<file path="config.mk">
export PLATFORM = sky130hd
export DESIGN_NAME = control_sequencer
export DESIGN_NICKNAME = d
export VERILOG_FILES = /design/src/rtl/sap_ctrl_pkg.sv /design/src/rtl/control_sequencer_ring_counter.sv /design/src/rtl/control_sequencer.sv
export SDC_FILE = /design/constraint.sdc
export NUM_CORES = 1
export LEC_CHECK = 0
export ABC_AREA = 1
export CAP_MARGIN = 20
export CELL_PAD_IN_SITES_DETAIL_PLACEMENT = 1
export CELL_PAD_IN_SITES_GLOBAL_PLACEMENT = 1
export CORE_MARGIN = 2
export CORE_UTILIZATION = 26
export CTS_CLUSTER_SIZE = 28
export DETAILED_ROUTE_END_ITERATION = 8
export GPL_TIMING_DRIVEN = 1
export PLACE_DENSITY_LB_ADDON = 0.1
export SETUP_SLACK_MARGIN = 0.5
export SLEW_MARGIN = 0
export SYNTH_ARGS = -nofsm -noshare
export SYNTH_HDL_FRONTEND = slang
export SYNTH_SLANG_ARGS = --single-unit
</file>
<file path="constraint.sdc">
create_clock -name clk -period 3.6 [get_ports clk]
set_input_delay 0.72 -clock clk [delete_from_list [all_inputs] [get_ports clk]]
set_output_delay 0.72 -clock clk [all_outputs]
set_load 0.01 [all_outputs]
</file>
<file path="src/rtl/sap_ctrl_pkg.sv">
// Shared definitions for the SAP controller-sequencer: opcodes, one-hot
// T-state encodings and the packed control word.
package sap_ctrl_pkg;

    localparam logic [3:0] OP_LDA = 4'h0;
    localparam logic [3:0] OP_ADD = 4'h1;
    localparam logic [3:0] OP_SUB = 4'h2;
    localparam logic [3:0] OP_OUT = 4'hE;
    localparam logic [3:0] OP_HLT = 4'hF;

    localparam logic [5:0] T1 = 6'b000001;
    localparam logic [5:0] T2 = 6'b000010;
    localparam logic [5:0] T3 = 6'b000100;
    localparam logic [5:0] T4 = 6'b001000;
    localparam logic [5:0] T5 = 6'b010000;
    localparam logic [5:0] T6 = 6'b100000;

    typedef struct packed {
        logic pc_inc;
        logic pc_en;
        logic mar_ld;
        logic ram_en;
        logic ir_ld;
        logic ir_en;
        logic a_ld;
        logic a_en;
        logic b_ld;
        logic alu_en;
        logic alu_sub;
        logic out_ld;
    } ctrl_word_t;

    localparam ctrl_word_t CW_IDLE = '0;

endpackage

</file>
<file path="src/rtl/control_sequencer_ring_counter.sv">
// Six-state one-hot ring counter with enable and synchronous active-low clear.
module ring_counter
    import sap_ctrl_pkg::*;
(
    input  logic       clk,
    input  logic       clear_n,
    input  logic       en,
    output logic [5:0] t_state
);

    // NOTE: sequential state uses non-blocking assignments so every flop
    // samples the pre-edge value, independent of block evaluation order.
    always_ff @(posedge clk) begin
        if (!clear_n)
            t_state <= T1;
        else if (en)
            t_state <= {t_state[4:0], t_state[5]};
    end

endmodule

</file>
<file path="src/rtl/control_sequencer.sv">
// Controller-sequencer: T-state ring, sticky halt and microcode decode
// driving every datapath bus-enable and load strobe.
module control_sequencer
    import sap_ctrl_pkg::*;
(
    input  logic       clk,
    input  logic       clear_n,
    input  logic [3:0] opcode,
    input  logic       run,
    input  logic       step,
    output logic       pc_inc,
    output logic       pc_en,
    output logic       mar_ld,
    output logic       ram_en,
    output logic       ir_ld,
    output logic       ir_en,
    output logic       a_ld,
    output logic       a_en,
    output logic       b_ld,
    output logic       alu_en,
    output logic       alu_sub,
    output logic       out_ld,
    output logic [5:0] t_state,
    output logic       halted
);

    logic       adv;
    logic       hlt_at_t4;
    ctrl_word_t cw;

    assign adv       = !halted && (run || step);
    assign hlt_at_t4 = (t_state == T4) && (opcode == OP_HLT);

    // HLT parks the ring at T4 on the same edge that sets the halt flag.
    ring_counter u_ring (
        .clk     (clk),
        .clear_n (clear_n),
        .en      (adv && !hlt_at_t4),
        .t_state (t_state)
    );

    always_ff @(posedge clk) begin
        if (!clear_n)
            halted <= 1'b0;
        else if (adv && hlt_at_t4)
            halted <= 1'b1;
    end

    // NOTE: cw gets a full default before the case so no latch is inferred
    // for strobes an arm leaves untouched.
    always_comb begin
        cw = CW_IDLE;
        if (clear_n && adv) begin
            case (t_state)
                T1: begin cw.pc_en = 1'b1; cw.mar_ld = 1'b1; end
                T2: cw.pc_inc = 1'b1;
                T3: begin cw.ram_en = 1'b1; cw.ir_ld = 1'b1; end
                T4: begin
                    case (opcode)
                        OP_LDA, OP_ADD, OP_SUB: begin cw.ir_en = 1'b1; cw.mar_ld = 1'b1; end
                        OP_OUT:                 begin cw.a_en = 1'b1; cw.out_ld = 1'b1; end
                        default: ;
                    endcase
                end
                T5: begin
                    case (opcode)
                        OP_LDA:         begin cw.ram_en = 1'b1; cw.a_ld = 1'b1; end
                        OP_ADD, OP_SUB: begin cw.ram_en = 1'b1; cw.b_ld = 1'b1; end
                        default: ;
                    endcase
                end
                T6: begin
                    if (opcode == OP_ADD || opcode == OP_SUB) begin
                        cw.alu_en  = 1'b1;
                        cw.a_ld    = 1'b1;
                        cw.alu_sub = (opcode == OP_SUB);
                    end
                end
                default: ;
            endcase
        end
    end

    assign pc_inc  = cw.pc_inc;
    assign pc_en   = cw.pc_en;
    assign mar_ld  = cw.mar_ld;
    assign ram_en  = cw.ram_en;
    assign ir_ld   = cw.ir_ld;
    assign ir_en   = cw.ir_en;
    assign a_ld    = cw.a_ld;
    assign a_en    = cw.a_en;
    assign b_ld    = cw.b_ld;
    assign alu_en  = cw.alu_en;
    assign alu_sub = cw.alu_sub;
    assign out_ld  = cw.out_ld;

endmodule

</file>
==> results.sh <==
export IMPL_outcome="complete, no violations"
export IMPL_pin_count=27
export IMPL_ys_ff_latch=7
export IMPL_dpl_hpwl_um=1350
export IMPL_start_kind="input pin"
export IMPL_portBuffers=26
export IMPL_switching_share_pct=32.7
export IMPL_p_sw_mw=0.0773
export IMPL_first_global_vias=669
export IMPL_critical_path_class="in -> out"
export IMPL_fin_nets=129
export IMPL_clock_fmax_mhz=333
export IMPL_p_per_area_mw_per_mm2=273
export IMPL_die_area_mm2=0.00245
export IMPL_post_route_period_util_pct=83.3
export IMPL_antenna_cells=0
export IMPL_grt_use_met1_pct=19.0
export IMPL_grt_pass1_wl_um=2970
export IMPL_drv_cap=0
export IMPL_ys_seq_area_share_pct=26.0
export IMPL_cts_inserted_buffers=3
export IMPL_drv_slew=0
export IMPL_ys_warnings_count=0
export IMPL_p_total_mw=0.236
export IMPL_top_usage_layer="met2"
export IMPL_syn_to_final_growth_pct=60.3
export IMPL_layout_min_cycle_time_ns=3.00
export IMPL_ir_drop_v=0.000228
export IMPL_seqPwrFrac_pct=38.4
export IMPL_routed_wl_um=1730
export IMPL_cp_data_arrival_time_ns=2.28
export IMPL_fillCellCount=283
export IMPL_synth_area_um2=539
export IMPL_avgSynthCellArea_um2=6.06
export IMPL_grtUsageTotal_pct=15.6
export IMPL_grtUsageMet2_pct=26.2
export IMPL_cp_max_fo=4
export IMPL_drt_pass1_iterations=4
export IMPL_min_path_type="reg -> reg"
export IMPL_grt_overflow=0
export IMPL_drcViolationCount=0
export IMPL_initial_core_util_pct=27.5
export IMPL_drtIter0Drc=12
export IMPL_clk_path_buf_depth=2
export IMPL_die_y_um=49.5
export IMPL_fin_skew_ns=0.00429
export IMPL_power_share_clock_pct=32.2
export IMPL_grt_max_degree=14
export IMPL_met3_usage_pct=4.85
export IMPL_via_per_inst=4.72
export IMPL_rsz0062_at_grt="true"
export IMPL_cts_htree_levels=1
export IMPL_clk_pin_slew_worst_paths_ns=0.05
export IMPL_required_ns=2.88
export IMPL_report_final_setup_viol=0
export IMPL_rows=16
export IMPL_p_leak_nw=0.441
export IMPL_gp_congestion=0.810
export IMPL_final_cells=147
export IMPL_coreArea_mm2=0.00196
export IMPL_vias=694
export IMPL_cts_root_buffer="clkbuf_4"
export IMPL_synth_net_count=97
export IMPL_dp_cells=140
export IMPL_drt_antenna_violating_nets=0
export IMPL_hold_viol_final=0
export IMPL_relSlewSlack_pct=46.6
export IMPL_drive_above_1_share_pct=15.0
export IMPL_fin_util_pct=44.1
export IMPL_dieWidth_um=49.5
export IMPL_end_kind="primary output"
export IMPL_synth_cell_type_count=19
export IMPL_cts_tree="built"
export IMPL_power_frac_comb_pct=29.4
export IMPL_post_synth_inst_count=89
export IMPL_clk_latency_ns=0.26
export IMPL_setup_tns_ns=0
export IMPL_avgRoutedWirePerCell_um=11.7
export IMPL_antenna_found_initial=0
export IMPL_p_int_mw=0.159
export IMPL_clock_sinks=7
export IMPL_worst_slew_pin_slew_ns=0.798
## kinds of logic after synthesis
logic type / share of synthesized area [%]
AO/OA/AOI/OAI: 7.42
flip-flops: 26.0
buffers and inverters: 12.8
AND/OR/NAND/NOR: 53.8
## registers in the layout, indices dropped and copies added (netlist names)
| signal | cells |
|---|---|
| halted | 1 |
| u_ring.t_state | 6 |
## synthesized netlist by cell type, drive strengths merged
master  count  area [um2]
nand2      16        60.1
nand3b      1        7.51
nor3b       1        12.5
nand3      13        70.1
nor2       21        88.8
buf         3        23.8
a21oi       6        30.0
dfxtp       7         140
nand4       4        25.0
o21ai       2        10.0
inv        12        45.0
nor3        3        26.3
## power groups by stage
| stage | logic (mW) | registers, mW | clock network, mW |
|---|---|---|---|
| 4_1_cts | 0.0682 | 0.0908 | 0.0785 |
| 2_1_floorplan | 0.0331 | 0.0932 | 0 |
| 3_3_place_gp | 0.0655 | 0.0922 | 0 |
| 3_5_place_dp | 0.0670 | 0.0925 | 0 |
| 5_1_grt | 0.0781 | 0.0917 | 0.0843 |
| 6_report | 0.0694 | 0.0909 | 0.0761 |
## what timing repair did
item	CTS	global route
resized for setup	8	2
hold buffers	0	0
pin swaps	1	1
buffers inserted	1	2
endpoints found under the setup margin	8	5
## stage by stage
step | hold slack, ns | worst slack [ns] | area, um2
after global routing | 0.559 | 0.428 | 865
after detailed placement | 0.513 | 0.355 | 817
after CTS | 0.530 | 0.493 | 845
after global placement | 0.514 | 0.428 | 817
after floorplan | 0.526 | 1.25 | 539
final | 0.520 | 0.600 | 865
## layer usage
layer,wire (um),vias to the layer above
met5,0,-
met4,12,0
met3,79,2
met2,854,14
met1,781,328
li1,-,350
## path summary, 6_finish.rpt
check	from	slack (ns)	cells past startpoint	endpoint
worst max-delay path	clear_n	0.60	6	ir_en
worst max register to register	u_ring.t_state[1]	2.18	6	u_ring.t_state[3]
worst min-delay path	halted	0.52	2	halted
worst min register to register	halted	0.52	2	halted
## placed cells by master (no fill, tap or decap), drive strengths merged
cell,instances
a21oi,6
buf,4
clkbuf,4
clkdlybuf4s50,17
dfxtp,7
dlygate4sd2,7
dlymetal6s2s,2
inv,12
nand2,16
nand3,13
nand3b,1
nand4,4
nor2,21
nor3,3
nor3b,1
o21ai,2
## cell type report
class	instances	area, um2	share of cell area [%]
multi-input cells	67	333	38.5
well taps	27	33.8	3.91
clock buffers	4	26.3	3.04
repair buffers	30	287	33.1
inverters	12	45.0	5.21
flip-flops and latches	7	140	16.2
## worst max-delay path: stages
cell and delay (ns):
clkdlybuf4s50_1 0.49, inv_2 0.06, nor3_4 0.23, nand3_1 0.13, nor2_1 0.11, clkdlybuf4s50_1 0.54
(Power assumes the default switching activity.)
